## config.mk

```make
export PLATFORM = sky130hd
export DESIGN_NAME = chroma_upsample_sequencer
export DESIGN_NICKNAME = d
export VERILOG_FILES = /design/src/rtl/chroma_upsample_sequencer.sv
export SDC_FILE = /design/constraint.sdc
export NUM_CORES = 1
export LEC_CHECK = 0
export CAP_MARGIN = 10
export CORE_AREA = 2 2 169 122
export CTS_CLUSTER_DIAMETER = 80
export DETAILED_ROUTE_END_ITERATION = 10
export DIE_AREA = 0 0 171 124
export GPL_TIMING_DRIVEN = 0
export SETUP_SLACK_MARGIN = 0.1
export SLEW_MARGIN = 20
export SYNTH_ARGS = -nofsm -noshare
export SYNTH_HDL_FRONTEND = slang
export SYNTH_SLANG_ARGS = --single-unit
export TNS_END_PERCENT = 10
```

## constraint.sdc

```tcl
create_clock -name CLOCK_50_I -period 5.7 [get_ports CLOCK_50_I]
set_input_delay 1.71 -clock CLOCK_50_I [delete_from_list [all_inputs] [get_ports CLOCK_50_I]]
set_output_delay 1.71 -clock CLOCK_50_I [all_outputs]
set_load 0.02 [all_outputs]
```

## src/rtl/chroma_upsample_sequencer.sv

```systemverilog
// Sequencer for the U/V 6-tap chroma interpolation FIR. Walks the packed U and V
// planes line by line, issues SRAM read addresses and drives the datapath
// strobes. One U'/V' pair per 6-cycle slot; every output is registered.
module chroma_upsample_sequencer #(
  parameter logic [17:0] U_BASE         = 18'd38400,
  parameter logic [17:0] V_BASE         = 18'd57600,
  parameter int unsigned WORDS_PER_LINE = 80,
  parameter int unsigned LINES          = 240
) (
  input  logic        CLOCK_50_I,
  input  logic        resetn,
  input  logic        start,
  input  logic        stall,
  output logic [17:0] SRAM_address,
  output logic        SRAM_we_n,
  output logic        line_start,
  output logic        line_end,
  output logic        common_case,
  output logic        enable_U,
  output logic        enable_V,
  output logic        load_U_buffer,
  output logic        load_V_buffer,
  output logic        read_U_0,
  output logic        read_V_0,
  output logic        cycle,
  output logic        pair_valid,
  output logic [7:0]  line_index,
  output logic        busy,
  output logic        done
);

  localparam int unsigned WW = $clog2(WORDS_PER_LINE + 1);
  localparam int unsigned SW = $clog2(2 * WORDS_PER_LINE);
  localparam logic [SW-1:0] LAST_COMMON = SW'(2 * WORDS_PER_LINE - 5);
  localparam logic [SW-1:0] LAST_TAIL   = SW'(3);
  localparam logic [7:0]    LAST_LINE   = 8'(LINES - 1);
  localparam logic [17:0]   LINE_STEP   = 18'(WORDS_PER_LINE);

  typedef enum logic [2:0] {S_IDLE, S_LEAD, S_COMMON, S_TAIL, S_DONE} state_t;

  state_t        r_state, w_state;
  logic [2:0]    r_phase, w_phase;
  logic [WW-1:0] r_word, w_word;
  logic [SW-1:0] r_slot, w_slot;
  logic          r_cycle, w_cycle;
  logic [7:0]    r_line, w_line;
  logic [17:0]   r_off, w_off;
  logic          w_hold;

  logic [17:0] r_addr, w_addr;
  logic r_ls, r_le, r_cc, r_en_u, r_en_v, r_ld_u, r_ld_v, r_rd_u0, r_rd_v0;
  logic r_cyc_q, r_pv, r_busy, r_done;
  logic [7:0] r_line_q;
  logic w_ls, w_le, w_cc, w_en_u, w_en_v, w_ld_u, w_ld_v, w_rd_u0, w_rd_v0;
  logic w_pv, w_busy, w_done;

  // Sequencer state: FSM, phase/word/slot counters, line position
  always_ff @(posedge CLOCK_50_I or negedge resetn) begin
    if (!resetn) begin
      r_state <= S_IDLE;
      r_phase <= '0;
      r_word  <= '0;
      r_slot  <= '0;
      r_cycle <= 1'b0;
      r_line  <= '0;
      r_off   <= '0;
    end else begin
      r_state <= w_state;
      r_phase <= w_phase;
      r_word  <= w_word;
      r_slot  <= w_slot;
      r_cycle <= w_cycle;
      r_line  <= w_line;
      r_off   <= w_off;
    end
  end

  // Next-state and per-cycle strobe decode; a stalled boundary cycle freezes everything
  always_comb begin
    w_state = r_state;
    w_phase = r_phase;
    w_word  = r_word;
    w_slot  = r_slot;
    w_cycle = r_cycle;
    w_line  = r_line;
    w_off   = r_off;
    w_addr  = r_addr;
    w_ls = 1'b0; w_le = 1'b0; w_cc = 1'b0;
    w_en_u = 1'b0; w_en_v = 1'b0; w_ld_u = 1'b0; w_ld_v = 1'b0;
    w_rd_u0 = 1'b0; w_rd_v0 = 1'b0; w_pv = 1'b0;
    w_busy = 1'b0; w_done = 1'b0;
    w_hold = stall && (r_phase == 3'd0) &&
             (r_state == S_LEAD || r_state == S_COMMON || r_state == S_TAIL);
    unique case (r_state)
      S_IDLE: begin
        if (start) begin
          w_state = S_LEAD;
          w_phase = '0;
          w_word  = '0;
          w_slot  = '0;
          w_cycle = 1'b0;
          w_line  = '0;
          w_off   = '0;
        end
      end
      S_LEAD: begin
        w_busy = 1'b1;
        w_ls   = 1'b1;
        if (!w_hold) begin
          w_phase = r_phase + 3'd1;
          case (r_phase)
            3'd0: w_addr = U_BASE + r_off;
            3'd1: w_addr = V_BASE + r_off;
            3'd2: begin w_addr = U_BASE + r_off + 18'd1; w_rd_u0 = 1'b1; end
            3'd3: begin w_addr = V_BASE + r_off + 18'd1; w_rd_v0 = 1'b1; end
            3'd4: w_en_u = 1'b1;
            default: begin
              w_en_v  = 1'b1;
              w_state = S_COMMON;
              w_phase = '0;
              w_word  = WW'(2);
              w_slot  = '0;
              w_cycle = 1'b0;
            end
          endcase
        end
      end
      S_COMMON: begin
        w_busy = 1'b1;
        w_cc   = 1'b1;
        if (!w_hold) begin
          w_phase = r_phase + 3'd1;
          case (r_phase)
            3'd0: if (!r_cycle) w_addr = U_BASE + r_off + 18'(r_word);
            3'd1: begin
              if (!r_cycle) begin
                w_addr = V_BASE + r_off + 18'(r_word);
                w_word = r_word + WW'(1);
              end
            end
            3'd2: begin w_en_u = 1'b1; w_ld_u = !r_cycle; end
            3'd3: begin w_en_v = 1'b1; w_ld_v = !r_cycle; end
            3'd4: ;
            default: begin
              w_pv    = 1'b1;
              w_cycle = !r_cycle;
              w_phase = '0;
              if (r_slot == LAST_COMMON) begin
                w_state = S_TAIL;
                w_slot  = '0;
              end else begin
                w_slot = r_slot + SW'(1);
              end
            end
          endcase
        end
      end
      S_TAIL: begin
        w_busy = 1'b1;
        w_le   = 1'b1;
        if (!w_hold) begin
          w_phase = r_phase + 3'd1;
          case (r_phase)
            3'd2: w_en_u = 1'b1;
            3'd3: w_en_v = 1'b1;
            3'd5: begin
              w_pv    = 1'b1;
              w_phase = '0;
              if (r_slot == LAST_TAIL) begin
                w_slot = '0;
                if (r_line == LAST_LINE) begin
                  w_state = S_DONE;
                end else begin
                  w_line  = r_line + 8'd1;
                  w_off   = r_off + LINE_STEP;
                  w_state = S_LEAD;
                end
              end else begin
                w_slot = r_slot + SW'(1);
              end
            end
            default: ;
          endcase
        end
      end
      S_DONE: begin
        w_done  = 1'b1;
        w_state = S_IDLE;
      end
      default: w_state = S_IDLE;
    endcase
  end

  // Output register stage: every port is driven from a flop
  always_ff @(posedge CLOCK_50_I or negedge resetn) begin
    if (!resetn) begin
      r_addr <= '0;
      r_ls <= 1'b0; r_le <= 1'b0; r_cc <= 1'b0;
      r_en_u <= 1'b0; r_en_v <= 1'b0; r_ld_u <= 1'b0; r_ld_v <= 1'b0;
      r_rd_u0 <= 1'b0; r_rd_v0 <= 1'b0;
      r_cyc_q <= 1'b0; r_pv <= 1'b0; r_busy <= 1'b0; r_done <= 1'b0;
      r_line_q <= '0;
    end else begin
      r_addr <= w_addr;
      r_ls <= w_ls; r_le <= w_le; r_cc <= w_cc;
      r_en_u <= w_en_u; r_en_v <= w_en_v; r_ld_u <= w_ld_u; r_ld_v <= w_ld_v;
      r_rd_u0 <= w_rd_u0; r_rd_v0 <= w_rd_v0;
      r_cyc_q <= r_cycle; r_pv <= w_pv; r_busy <= w_busy; r_done <= w_done;
      r_line_q <= r_line;
    end
  end

  assign SRAM_address  = r_addr;
  assign SRAM_we_n     = 1'b1;
  assign line_start    = r_ls;
  assign line_end      = r_le;
  assign common_case   = r_cc;
  assign enable_U      = r_en_u;
  assign enable_V      = r_en_v;
  assign load_U_buffer = r_ld_u;
  assign load_V_buffer = r_ld_v;
  assign read_U_0      = r_rd_u0;
  assign read_V_0      = r_rd_v0;
  assign cycle         = r_cyc_q;
  assign pair_valid    = r_pv;
  assign line_index    = r_line_q;
  assign busy          = r_busy;
  assign done          = r_done;

endmodule

```

==> results of run 1 <==
-- cell usage in the layout, fill, tap and decap left out, types with 6 or more instances in the layout --
cell type,Yosys,layout
a21oi_1,22,22
and3_1,9,9
buf_2,6,6
clkbuf_1,20,20
clkbuf_16,0,9
clkdlybuf4s50_1,0,41
dfrtp_1,83,83
ha_1,16,16
inv_1,15,15
mux2i_1,6,6
nand2_1,55,55
nand2b_1,12,12
nand3_1,17,17
nor2_1,52,52
nor2b_1,9,9
nor3_1,10,10
o21ai_0,57,57
o21ai_1,18,18
o22ai_1,6,6
o31ai_1,13,13
or3_1,6,6
xnor2_1,20,20
xor2_1,7,7
-- flip-flops by register name, summed over array words and instances (netlist names), 3 cells and up --
signal        count
SRAM_address     18
r_off            14
line_index        8
r_phase           3
r_line            8
r_word            7
r_slot            8
r_state           3
-- power by group --
group / switching (mW) / internal (mW)
combinational: 0.948 / 0.591
sequential: 0.124 / 0.738
clock: 0.247 / 0.383
-- critical path, stage by stage --
cell             delay, ps
clkdlybuf4s50_1        470
nand3b_1               150
nor3_1                 690
a21oi_1                110
o311ai_2               290
clkbuf_1               420
nand2_1                 90
o21ai_0                 80
-- area by class of cell --
| cell class | instances | area [µm²] | share of cell area (%) |
|---|---|---|---|
| clock buffer | 9 | 225 | 3.80 |
| multi-input combinational | 408 | 2530 | 42.8 |
| buffer | 31 | 146 | 2.47 |
| tap | 270 | 338 | 5.70 |
| clock inverter | 7 | 91.3 | 1.54 |
| timing repair buffer | 43 | 445 | 7.52 |
| inverter | 17 | 66.3 | 1.12 |
| sequential | 83 | 2080 | 35.1 |
-- per-layer routing --
layer / GRT usage [%] / wire length, µm
met4: 2.70 / 104
met2: 17.7 / 5010
met1: 19.2 / 6630
met5: 0 / 0
met3: 2.96 / 622
-- per-stage QoR --
step                setup WS, ps  cells  utilization, %
floorplan                   2570    539               -
detailed placement          1470    852            28.8
global route                1610    868            30.4
global placement            -262    851            28.7
CTS                         1870    868            30.4
finish                      1940    868            30.4
-- logic make-up (layout without fill, tap and decap cells) --
family	Yosys count	count (layout)
mux	10	10
fa+ha+maj	16	16
compound gates	151	151
xor+xnor	27	27
simple gates	203	203
other cells	1	1
flops	83	83
buf+inv	48	107
-- final timing paths --
| kind | startpoint | to |
|---|---|---|
| setup / recovery | stall | SRAM_address[3] |
| hold / removal | r_line[1] | line_index[1] |
| setup reg to reg | r_phase[1] | SRAM_address[17] |
| hold reg to reg | r_line[1] | line_index[1] |
| max in group asynchronous | resetn | SRAM_address[16] |
| min in group asynchronous | resetn | line_index[4] |
==> results.py, run 1 <==
metrics = {
    "outcome": {
        "outcome": "finished, final reports clean",
    },
    "die": {
        "die_y_um": 124,
        "rows": 43,
        "io_pins": 44,
        "die_area_um2": 21200,
        "start_util_pct": 24.8,
        "fp.dieW_um": 171,
        "core_area_um2": 19500,
    },
    "cts": {
        "cts_tree": "done",
        "path_clk_slew_ps": 60,
        "cts_made_buffers": 9,
        "hold_buffers": 0,
        "clock_latency_ps": 340,
        "cts_root_buf": "clkbuf_16",
        "cts.sink_count": 83,
        "htree_levels": 3,
        "cts_resized": 0,
        "clockBufferDepth": 2,
        "post_cts_buffers": 0,
    },
    "yosys": {
        "synth_compound_area_share_pct": 19.3,
        "ys_warn_count": 0,
        "syn_area_um2": 4820,
        "synth_largest_area_cell": "dfrtp_1",
        "synth_ff_type": "dfrtp_1",
        "synth_common_cells": "dfrtp_1, o21ai_0, nand2_1",
        "synth_top_family_by_area": "simple AND/OR/NAND/NOR gates",
        "avgSynthCellArea_um2": 8.95,
        "synth-adder-area-share_pct": 4.15,
        "synth_xor_area_share_pct": 4.90,
        "ys_seq_area_share_pct": 43.1,
        "syn-num-nets": 559,
        "synth_area_leaders": "dfrtp_1, o21ai_0, nand2_1, ha_1, nor2_1",
        "synth_most_common_cell": "dfrtp_1",
        "yosys.area_share.simple_pct": 21.7,
        "ys_types": 67,
        "ys_async_sr_fraction_pct": 100,
        "synthCells": 539,
        "synth-seq-cells": 83,
        "muxShareOfSynthArea_pct": 2.41,
        "synth_edf_count": 0,
        "synth_top_area_share_pct": 43.1,
    },
    "critical_path": {
        "reg2reg_slack_ps": 2450,
        "cp_data_arrival_time_ps": 4020,
        "cp-end-kind": "register",
        "start_kind": "input port",
        "r2r.worst_path.cells": 14,
        "path_max_fanout": 10,
        "criticalPathCategory": "in -> reg",
        "cp.required_ps": 5950,
    },
    "timing": {
        "finalCritPeriodShare_pct": 66.0,
        "whs_ps": 435,
        "finalHoldViolCount": 0,
        "max_freq_mhz": 266,
        "worstMarginPinSlew_ps": 884,
        "relSlewSlack_pct": 41.0,
        "setup-violations-final": 0,
        "slew_viol_final": 0,
        "clock_skew_ps": 6.13,
        "tns_ps": 0,
        "fin_crit_ps": 3760,
        "rsz0062_at_grt": "false",
    },
    "pwr": {
        "peakVddDrop_uv": 200,
        "p_per_area_nw_per_um2": 512,
        "p_leak_nw": 2.38,
        "p_total_mw": 3.03,
    },
    "job": {
        "maxCapViolations": 0,
    },
    "layout": {
        "nets": 613,
        "layout-drive-gt1-share_pct": 6.86,
        "fin_area_um2": 5920,
        "area_delta_synth_final_pct": 22.8,
        "fillers": 2085,
        "n_antenna_cell": 0,
    },
    "detailed_routing": {
        "vias": 4114,
        "drt-vias-per-instance": 4.74,
        "drtPass1Iterations": 5,
        "drt-initial-drc-count": 327,
        "wl_per_cell_um": 14.2,
        "drt-total-wl_um": 12400,
        "drc_errors": 0,
        "drtAntennaViolNets": 0,
    },
    "placement": {
        "place_area_um2": 5610,
        "dp_hpwl_um": 8870,
        "io_buffers": 42,
        "finalWeightedCongestion": 0.822,
    },
    "global_route": {
        "grt_pass1_vias": 3957,
        "grtUsageTotal_pct": 12.5,
        "grt_max_degree": 50,
        "grt_pass1_wl_um": 21000,
        "antenna_found_initial": 0,
        "grt_overflow": 0,
    },
    "min_path": {
        "hp-class": "reg -> reg",
        "holdPathStages": 0,
    },
}
Power figures use the tool's default switching activity.
==> run 2: changes to the inputs <==
==> constraint.sdc (replaced) <==
create_clock -name CLOCK_50_I -period 3.22 [get_ports CLOCK_50_I]
set_input_delay 0.966 -clock CLOCK_50_I [delete_from_list [all_inputs] [get_ports CLOCK_50_I]]
set_output_delay 0.966 -clock CLOCK_50_I [all_outputs]
set_load 0.02 [all_outputs]
==> run 2 against run 1 <==
  * Combinational power up 78%
  * Setup slack worse by 1700 ps
  * Critical path depth grew 6
  * Clock skew barely moved
  * Clock power is 78% higher
  * Critical path type is now reg -> reg
  * Largest power group unchanged
  * Critical endpoint is now SRAM_address[17]
==> results.py, run 2 (synthesis gave the netlist of run 1 again) <==
metrics = {
    "cts": {
        "path_clk_slew_ps": 60,
        "hold_buffers": 0,
        "cts.sink_count": 83,
        "htree_levels": 3,
        "cts_root_buf": "clkbuf_16",
        "cts_tree": "done",
        "clockBufferDepth": 2,
        "clock_latency_ps": 340,
        "cts_made_buffers": 9,
    },
    "global_route": {
        "antenna_found_initial": 0,
        "grt_pass1_wl_um": 21000,
        "grt_pass1_vias": 3962,
        "grt_max_degree": 50,
        "grtUsageTotal_pct": 12.5,
        "grt_overflow": 0,
    },
    "detailed_routing": {
        "drc_errors": 0,
        "drt-vias-per-instance": 4.72,
        "wl_per_cell_um": 14.4,
        "drt-initial-drc-count": 309,
        "drtAntennaViolNets": 0,
        "drtPass1Iterations": 5,
        "vias": 4099,
        "drt-total-wl_um": 12500,
    },
    "pwr": {
        "power_frac_seq_pct": 28.4,
        "p_sw_share_pct": 43.6,
        "p_per_area_nw_per_um2": 907,
        "combPwrFrac_pct": 50.9,
        "intPower_mw": 3.04,
        "pwr-share-clk_pct": 20.7,
        "p_leak_nw": 2.39,
        "switchingPower_mw": 2.35,
        "peakVddDrop_uv": 353,
    },
    "layout": {
        "area_delta_synth_final_pct": 23.2,
        "n_antenna_cell": 0,
        "fin_area_um2": 5940,
        "fillers": 2081,
        "layout-drive-gt1-share_pct": 7.53,
        "nets": 613,
        "seqCellArea_um2": 2080,
        "utilization_pct": 30.5,
        "largest_reg_flops": 18,
        "instances_no_fill": 868,
        "layout_common_cells": "dfrtp_1, o21ai_0, nand2_1, nor2_1, clkdlybuf4s50_1",
        "final_common_cell": "dfrtp_1",
        "multi_input_area_um2": 2540,
    },
    "timing": {
        "relSlewSlack_pct": 40.5,
        "setup-violations-final": 0,
        "max_freq_mhz": 336,
        "finalCritPeriodShare_pct": 92.3,
        "final.setup.worst_slack_ps": 248,
        "slew_viol_final": 0,
        "clock_skew_ps": 5.66,
        "finalHoldViolCount": 0,
        "worstMarginPinSlew_ps": 892,
        "rsz0062_at_grt": "true",
        "whs_ps": 436,
        "fin_crit_ps": 2970,
    },
    "job": {
        "maxCapViolations": 0,
    },
    "die": {
        "die_y_um": 124,
        "rows": 43,
        "core_area_um2": 19500,
        "die_area_um2": 21200,
        "start_util_pct": 24.8,
        "io_pins": 44,
        "fp.dieW_um": 171,
    },
    "min_path": {
        "hp-class": "reg -> reg",
        "holdPathStages": 0,
    },
    "critical_path": {
        "cp.required_ps": 3450,
        "path_max_fanout": 10,
        "r2r.worst_path.cells": 14,
        "start_kind": "register",
        "cp-end-kind": "register",
        "cp_data_arrival_time_ps": 3200,
        "criticalPathCategory": "reg -> reg",
    },
    "placement": {
        "dp_hpwl_um": 8870,
        "finalWeightedCongestion": 0.822,
        "place_inst": 852,
        "place_area_um2": 5610,
        "pre_cts_ws_ps": -262,
        "io_buffers": 42,
    },
    "outcome": {
        "outcome": "finished, final reports clean",
    },
}
[run 2: worst max-delay path: stages (launching register included)]
cell and delay (ps):
dfrtp_2 410, inv_1 80, ha_1 180, buf_4 170
nand2b_4 70, buf_6 130, inv_4 50, buf_6 150
ha_1 330, nor3_4 250, nand3_4 140, nor4_4 270
nand4_1 160, xnor2_1 160, a221o_1 310
[run 2: final timing paths]
kind | slack (ps) | endpoint | start
worst max-delay path | 250 | SRAM_address[17] | r_phase[1]
worst min-delay path | 440 | line_index[1] | r_line[1]
worst max register to register | 250 | SRAM_address[17] | r_phase[1]
worst min register to register | 440 | line_index[1] | r_line[1]
max in group asynchronous | 2020 | SRAM_address[16] | resetn
min in group asynchronous | 580 | line_index[4] | resetn
[run 2: area by class of cell]
type | count | area share [%]
inverters | 17 | 1.12
well taps | 270 | 5.69
plain buffers | 31 | 2.51
multi-input cells | 408 | 42.8
flip-flops and latches | 83 | 35.0
clock inverters | 7 | 1.54
clock buffers | 9 | 3.79
repair buffers | 43 | 7.50
[run 2: repair_timing]
| action | 4_1_cts | 5_1_grt |
|---|---|---|
| setup buffers | 0 | 0 |
| resized for setup | 0 | 6 |
| endpoints found under the setup margin | 3 | 20 |
| pin swaps | 2 | 0 |
[run 2: per-layer routing]
metal / vias to the layer above / GRT usage [%] / wire (µm)
li1: 2035 / - / -
met1: 1949 / 19.2 / 6620
met2: 106 / 17.7 / 5090
met3: 9 / 2.96 / 653
met4: 0 / 2.70 / 103
met5: - / 0 / 0
[run 2: power by group through the flow]
stage	Sequential (mW)	Clock, mW	Combinational, mW
after floorplan	1.66	0	1.73
after global routing	1.57	1.19	3.06
final	1.53	1.12	2.74
after global placement	1.54	0	2.70
after CTS	1.53	1.15	2.74
after detailed placement	1.54	0	2.72
[run 2: through the flow]
stage,setup TNS (ps),power [mW]
CTS,0,5.41
detailed placement,-4320,4.26
floorplan,0,3.39
global route,0,5.81
finish,0,5.39
global placement,-168090,4.24
==> patch, RTL diff (flow settings as in run 2) <==
Set the parameter `WORDS_PER_LINE` to 160 (it was 80).
--- a/src/rtl/chroma_upsample_sequencer.sv
+++ b/src/rtl/chroma_upsample_sequencer.sv
@@ -4,7 +4,7 @@
 module chroma_upsample_sequencer #(
   parameter logic [17:0] U_BASE         = 18'd38400,
   parameter logic [17:0] V_BASE         = 18'd57600,
-  parameter int unsigned WORDS_PER_LINE = 80,
+  parameter int unsigned WORDS_PER_LINE = 160,
   parameter int unsigned LINES          = 240
 ) (
   input  logic        CLOCK_50_I,
Formal check against the unedited RTL: same outputs for any inputs over 4 cycles, from zero or initial values and one cycle with resetn low; that may be too few to reach the edited logic, so the function may still have changed.
==> patch against run 2 <==
Clock skew grew 0.0030 ns; via count increased by 5.9%; sequential cell count is 1 higher; design area rose by 1.5%; wire length rose by 6.5%; setup slack gained 0.097 ns; non-clock buffer count up 3; synthesized area is 1.6% higher; power fell by 16%; synthesized cell count rose by 1.5%; critical path type unchanged; largest cell class unchanged; largest power group unchanged.
==> patch: results (changes against run 2) <==
Cells and area
  • Area of the multi-input gates: 2630 um2 (+3.4%)
  • Nonclk inv count: 15 (-2)
  • Fin cells: 877 (+1.0%)
  • Layout cells sized above 1: 0.0774 (+0.00218)
  • Comb_multi_in: 415 (+1.7%)
  • Non-CTS buffers: 77 (+4.1%)
  • Clock network area share: 0.0502 (-0.00309)
  • Diode count: 0 (unchanged)
  • Sequential fraction of total cell area: 0.349 (-0.00157)
  • Multi-input logic portion of the cell area: 0.436 (+0.00783)

Timing
  • Worst clock skew: 0.00863 ns (+0.00298 ns)
  • Slew @ Worst Pin: 0.587 ns (-0.305 ns)
  • Hold slack: 0.431 ns (-0.00516 ns)
  • Fin crit share: 0.893 (-0.0301)

Clock tree
  • Postcts setup bufs: 1 (+1)
  • CTS resizes: 4 (+4)

GRT
  • M1 GR Usage: 0.207 (+0.0158)
  • Largest net degree at the start of global routing: 51 (+2.0%)
  • Grt met2 use: 0.174 (-0.00277)
  • GRT Overall Usage: 0.130 (+0.00452)
  • Vias in the first global route: 4,005 (+1.1%)
  • Global-route wire length before repair: 21,600 um (+2.9%)

Critical path
  • Setup crit start: r_phase[1]
  • Worst-path maximum fanout: 9 (-1)
  • Slowest-stage cell, CP: dfrtp_1
  • Worst reg2reg endpoint: SRAM_address[16]
  • Critical Path AT: 3.11 ns (-0.09 ns)
  • Delay-heaviest family, CP: simple AND/OR/NAND/NOR gates
  • Flop2flop setup slack: 0.34 ns (+0.10 ns)
  • R2R depth: 12 (-2)

Yosys
  • Number of synthesized register bits: 84 (+1.2%)
  • Syn_nets: 567 (+1.4%)
  • Sequential element share of the synthesized area: 0.429 (-0.00160)
  • Most frequent cells after synthesis: dfrtp_1, o21ai_0, nand2_1
  • Synth warnings: 0 (unchanged)
  • Synth Area per Inst: 8.96 um2 (about the same)
  • Distinct cells, synth: 64 (-4.5%)
  • Largest cells by area after synthesis: dfrtp_1, o21ai_0, ha_1

Pwr
  • Lkg Pwr: 2.54 nW (+6.2%)
  • Peak VDD IR: 0.311 mV (-12%)

Worst hold path
  • Worst Hold Path EP: line_index[7]
  • Worst Hold Launch: r_line[7]

Placed design
  • HPWL Detailed: 9640 um (+8.7%)
  • Routability cong.: 0.836 (+1.7%)
  • Post-Place Cell Area: 5680 um2 (+1.4%)
  • Dpl cells: 860 (+0.94%)

Routing
  • Drt via density: 4.95 (+4.8%)
  • Met1 Wirelength: 7130 um (+7.7%)
  • DRT iter0 DRCs: 434 (+40%)
  • Met3 routed WL: 817 um (+25%)
  • WL final: 13,300 um (+6.5%)
  • Routed met2 length: 5240 um (+2.9%)

Outcome
  • Status: complete, no violations
## patch: cell count changes after synthesis, sizes merged, moves of 7 or more
cell | before | now
nor2 | 52 | 43
a21oi | 22 | 30
nand2 | 55 | 47
o21ai | 75 | 67
nand4 | 3 | 10
nand3 | 18 | 26
a21o | 1 | 12
clkbuf | 20 | 27
## patch: cell families (layout without fill, tap and decap cells)
group	count (synthesis)	count (layout)	synth area share
mux	9	9	0.0215
flops	84	84	0.429
compound gates	163	163	0.207
xor+xnor	25	25	0.0478
buf+inv	48	108	0.0406
fa+ha+maj	16	16	0.0409
simple gates	201	201	0.213
other cells	1	1	0.000766
## patch: power by group
group | switching, mW | internal (mW)
sequential | 0.117 | 1.23
combinational | 1.36 | 0.754
clock | 0.441 | 0.626
## patch: stage by stage
stage | total power, mW | setup TNS, ns
2_1_floorplan | 2.71 | 0
3_3_place_gp | 3.41 | -172.33
3_5_place_dp | 3.43 | -0.442
4_1_cts | 4.52 | 0
5_1_grt | 4.82 | 0
6_report | 4.52 | 0
